[src/rtl/cmp_sched.sv]
// Round-robin scheduler that shares one subtract/compare unit between two requesters.
// Grant edge -> EXEC -> DONE: done pulses in the DONE cycle; reqs are ignored while busy.
module cmp_sched #(
  parameter int WIDTH = 32
) (
  input  logic             clk,
  input  logic             rst_n,
  input  logic             req0,
  input  logic             req1,
  input  logic [WIDTH-1:0] a0,
  input  logic [WIDTH-1:0] b0,
  input  logic [WIDTH-1:0] a1,
  input  logic [WIDTH-1:0] b1,
  input  logic [2:0]       fun0,
  input  logic [2:0]       fun1,
  output logic [WIDTH-1:0] alu_a,
  output logic [WIDTH-1:0] alu_b,
  output logic [2:0]       alu_fun,
  input  logic             alu_z,
  input  logic             alu_v,
  input  logic             alu_n,
  input  logic             cmp_bit,
  output logic             done0,
  output logic             done1,
  output logic             result,
  output logic [2:0]       flags,
  output logic             busy
);

  typedef enum logic [1:0] {
    IDLE = 2'd0,
    EXEC = 2'd1,
    DONE = 2'd2
  } state_t;

  state_t           state_q, state_d;
  logic             rr_q, rr_d;
  logic             gnt_q, gnt_d;
  logic [WIDTH-1:0] alu_a_q, alu_a_d;
  logic [WIDTH-1:0] alu_b_q, alu_b_d;
  logic [2:0]       alu_fun_q, alu_fun_d;
  logic             result_q, result_d;
  logic [2:0]       flags_q, flags_d;
  logic             gnt_sel;

  // rr_q names the requester that wins a tie; it flips to the other side on every grant.
  always_comb begin
    gnt_sel   = (req0 && req1) ? rr_q : req1;
    state_d   = state_q;
    rr_d      = rr_q;
    gnt_d     = gnt_q;
    alu_a_d   = alu_a_q;
    alu_b_d   = alu_b_q;
    alu_fun_d = alu_fun_q;
    result_d  = result_q;
    flags_d   = flags_q;
    case (state_q)
      IDLE: begin
        if (req0 || req1) begin
          state_d   = EXEC;
          gnt_d     = gnt_sel;
          rr_d      = ~gnt_sel;
          alu_a_d   = gnt_sel ? a1 : a0;
          alu_b_d   = gnt_sel ? b1 : b0;
          alu_fun_d = gnt_sel ? fun1 : fun0;
        end
      end
      EXEC: begin
        state_d  = DONE;
        result_d = cmp_bit;
        flags_d  = {alu_z, alu_v, alu_n};
      end
      DONE:    state_d = IDLE;
      default: state_d = IDLE;
    endcase
  end

  always_ff @(posedge clk or negedge rst_n) begin
    if (!rst_n) begin
      state_q   <= IDLE;
      rr_q      <= 1'b0;
      gnt_q     <= 1'b0;
      alu_a_q   <= '0;
      alu_b_q   <= '0;
      alu_fun_q <= '0;
      result_q  <= 1'b0;
      flags_q   <= '0;
    end else begin
      state_q   <= state_d;
      rr_q      <= rr_d;
      gnt_q     <= gnt_d;
      alu_a_q   <= alu_a_d;
      alu_b_q   <= alu_b_d;
      alu_fun_q <= alu_fun_d;
      result_q  <= result_d;
      flags_q   <= flags_d;
    end
  end

  assign alu_a   = alu_a_q;
  assign alu_b   = alu_b_q;
  assign alu_fun = alu_fun_q;
  assign result  = result_q;
  assign flags   = flags_q;
  assign busy    = (state_q != IDLE);
  assign done0   = (state_q == DONE) && !gnt_q;
  assign done1   = (state_q == DONE) && gnt_q;

endmodule

[config.mk]
export PLATFORM = sky130hd
export DESIGN_NAME = cmp_sched
export DESIGN_NICKNAME = d
export VERILOG_FILES = /design/src/rtl/cmp_sched.sv
export SDC_FILE = /design/constraint.sdc
export NUM_CORES = 1
export LEC_CHECK = 0
export ABC_AREA = 1
export CAP_MARGIN = 20
export CORE_MARGIN = 1.5
export CORE_UTILIZATION = 30
export DETAILED_ROUTE_END_ITERATION = 16
export GPL_ROUTABILITY_DRIVEN = 0
export HOLD_SLACK_MARGIN = 0.03
export PLACE_DENSITY = 0.7
export SLEW_MARGIN = 0
export SYNTH_ARGS = -nofsm -noshare
export SYNTH_HDL_FRONTEND = slang
export SYNTH_SLANG_ARGS = --single-unit
[constraint.sdc]
create_clock -name clk -period 2.2 [get_ports clk]
set_input_delay 0.44 -clock clk [delete_from_list [all_inputs] [get_ports clk]]
set_output_delay 0.44 -clock clk [all_outputs]
set_load 0.01 [all_outputs]
==> metrics.txt, run 1 <==
Rows=42; period utilisation layout=89.5%; Seq cells post-synth=75; Cell Count Post-Placement=977; Worst Setup SP=state_q[0]$_DFFE_PN0P_; largest family of logic cells by synthesized area=simple AND/OR/NAND/NOR gates; Antenna Nets Post-Route=0; final wirelength=12.8 mm; Layout Skew=5.82 ps; Clock Latency Late Sink=320 ps; Max Cap Viol=0; core box area=13,300 µm²; I/O Pins=216; setup tns final=0 ps; Initial Util=31.0%; Startpoint Class=flip-flop; CTS max path bufs=2; synthesized area per cell=6.75 µm²; CTS tree=yes; Post-CTS Hold Fix Bufs=0; syn_nets=752; arrival time worst endpoint=1530 ps; global-route wire length before repair=21.0 mm; most frequent cells in the layout=217 x nand2_1, 213 x clkdlybuf4s50_1, 139 x inv_1, 134 x nand3_1, 75 x dfrtp_1; die area=14,400 µm²; Netlist Area Pre-Place=4120 µm²; Internal=4910 µW; Fmax=508 MHz; Simple-Gate Fraction of Synth Area=37.0%; fin. max-slew vios=0; H-tree lvl count=3; Reg power frac=31.7%; DRC viols=0; total congestion overflow=0; area of the multi-input gates=1540 µm²; RSZ-0062 raised after global routing=no; post-layout min period=1970 ps; hpwl dp=8.77 mm; detailed-route wire length per cell=12.9 µm; FF-to-FF End=gnt_q$_DFFE_PN0P_; Net Sw Frac=37.0%; total clock sinks=75; static leakage=0.00362 µW; Fill cells=1,315; Comb pwr share=50.9%; Area Growth Syn to Fin=63.8%; critical path class=flip-flop to output port; power per cell area=1160 nW/µm²; Die Y=120 µm; drt first-iter violations=231; DR pass1 iterations=5; Max FO, Critical Path=4; xor and xnor area share after synthesis=0%; Via Count=4,317; fraction of layout cells with a size suffix above 1=3.92%; Data required, critical path=1760 ps; post-CTS resize count=0; VDD IR-drop max=0.550 mV; Antenna Cells=0; YS warnings=0; outcome=finished clean; total CTS buffers=9; initial antenna violation count=0; slew of the pin with the lowest slew margin=501 ps; largest net degree at the start of global routing=56; Synth Area in Adders=0%; worst r2r src=state_q[1]$_DFFE_PN0P_; Final Core Density=50.7%; r2r worst-path depth=7; mux contribution to synthesized area=0%; GRT Util Overall=18.3%; vias in the first global route=4,225; Sequential Area=1880 µm²; clk root buf=clkbuf_16; Synth Instances=610; I/O Buffers=215; Critical Path Sink Type=output port; Slew headroom=66.6%; Net Sw Power=2890 µW; Non-Filler Instances=993; clock input transition at the sequential cells of the worst setup and hold paths=60 ps; # nets final=954; vias per cell=4.35; Yosys cell types=14; register area share after synthesis=45.6%; R2R setup slack=880 ps; die width=120 µm; Clock power frac=17.4%; Fin. Hold Viols=0; most common cell after layout, fill and taps aside=nand2_1; placed cell areas=6470 µm²; # Post-CTS Setup Buffers=0; Final setup viols=0; post-layout instance area=6740 µm²; Hold WC Path Type=input port to async pin; compound-gate portion of the synthesized area=0.243%
## power by group through the flow
| stage | sequential, µW | combinational, µW | clock [µW] |
|---|---|---|---|
| after detailed placement | 2470 | 4030 | 0 |
| after CTS | 2470 | 4040 | 1400 |
| final | 2470 | 3970 | 1360 |
| after global routing | 2550 | 4410 | 1460 |
| after floorplan | 2760 | 1540 | 0 |
| after global placement | 2460 | 4000 | 0 |
## layout make-up
| type | instances | share of cell area, % |
|---|---|---|
| Timing Repair Buffer | 227 | 34.3 |
| Sequential cell | 75 | 27.8 |
| Multi-Input combinational cell | 359 | 22.8 |
| Inverter | 140 | 7.80 |
| Clock buffer | 14 | 3.92 |
| Tap cell | 176 | 3.27 |
| Clock inverter | 2 | 0.148 |
## worst max-delay path, cell delays in order, from the launching register on
cell and delay [ps]:
dfrtp_1 410, nor3_1 210, clkdlybuf4s50_1 590
## cells by family (layout without fill, tap and decap cells)
group / after synthesis / after routing
AND/OR/NAND/NOR: 357 / 357
flip-flops: 75 / 75
AO/OA/AOI/OAI: 2 / 2
buffers and inverters: 176 / 383
## worst max-delay path by stage
stage / end / slack [ps]
6_report: done0 / 230
5_1_grt: done1 / 190
3_5_place_dp: alu_b[3]$_DFFE_PN0P_ / 340
4_1_cts: done0 / 220
3_3_place_gp: alu_b[13]$_DFFE_PN0P_ / 370
2_1_floorplan: alu_a[10]$_DFFE_PN0P_ / 900
## state kept, by name (all words and copies together), names as in the netlist
signal	cells
alu_a	32
alu_b	32
alu_fun	3
flags	3
state_q	2
gnt_q	1
result	1
rr_q	1
## synth_stat cells
| cell type | instances | share of area, % |
|---|---|---|
| nand2_2 | 1 | 0.15 |
| nand3_1 | 134 | 16 |
| nor3_1 | 2 | 0.24 |
| buf_2 | 22 | 2.7 |
| buf_6 | 2 | 0.55 |
| o21ai_0 | 2 | 0.24 |
| buf_4 | 1 | 0.18 |
| nor2_2 | 1 | 0.15 |
| inv_1 | 139 | 13 |
| dfrtp_1 | 75 | 46 |
| inv_2 | 1 | 0.091 |
| clkbuf_1 | 11 | 1.0 |
| nand2_1 | 218 | 20 |
| nor2_4 | 1 | 0.27 |
## per-stage QoR
stage	hold slack, ps	total power, µW	worst slack, ps
floorplan	144	4300	898
global placement	442	6460	375
detailed placement	447	6500	336
CTS	94.7	7920	223
global route	119	8420	190
finish	81.6	7800	230
## layer usage
layer  part of all wire, %  track usage (%)  up-vias
met2                    45             29.5      160
met1                    45             24.0     1938
li1                      -                -     2207
met5                     0                0        -
met4                   1.5             5.65        0
met3                   8.1             4.66       12
No activity file was read; power rests on OpenSTA's default activity.
==> run 2, diff against run 1 <==
--- a/config.mk
+++ b/config.mk
@@ -13,7 +13,7 @@
 export GPL_ROUTABILITY_DRIVEN = 0
 export HOLD_SLACK_MARGIN = 0.03
 export PLACE_DENSITY = 0.7
-export SLEW_MARGIN = 0
+export SLEW_MARGIN = 5
 export SYNTH_ARGS = -nofsm -noshare
 export SYNTH_HDL_FRONTEND = slang
 export SYNTH_SLANG_ARGS = --single-unit
==> results of run 2 <==
Final layout, timing and power as in run 1 (identical DEF).
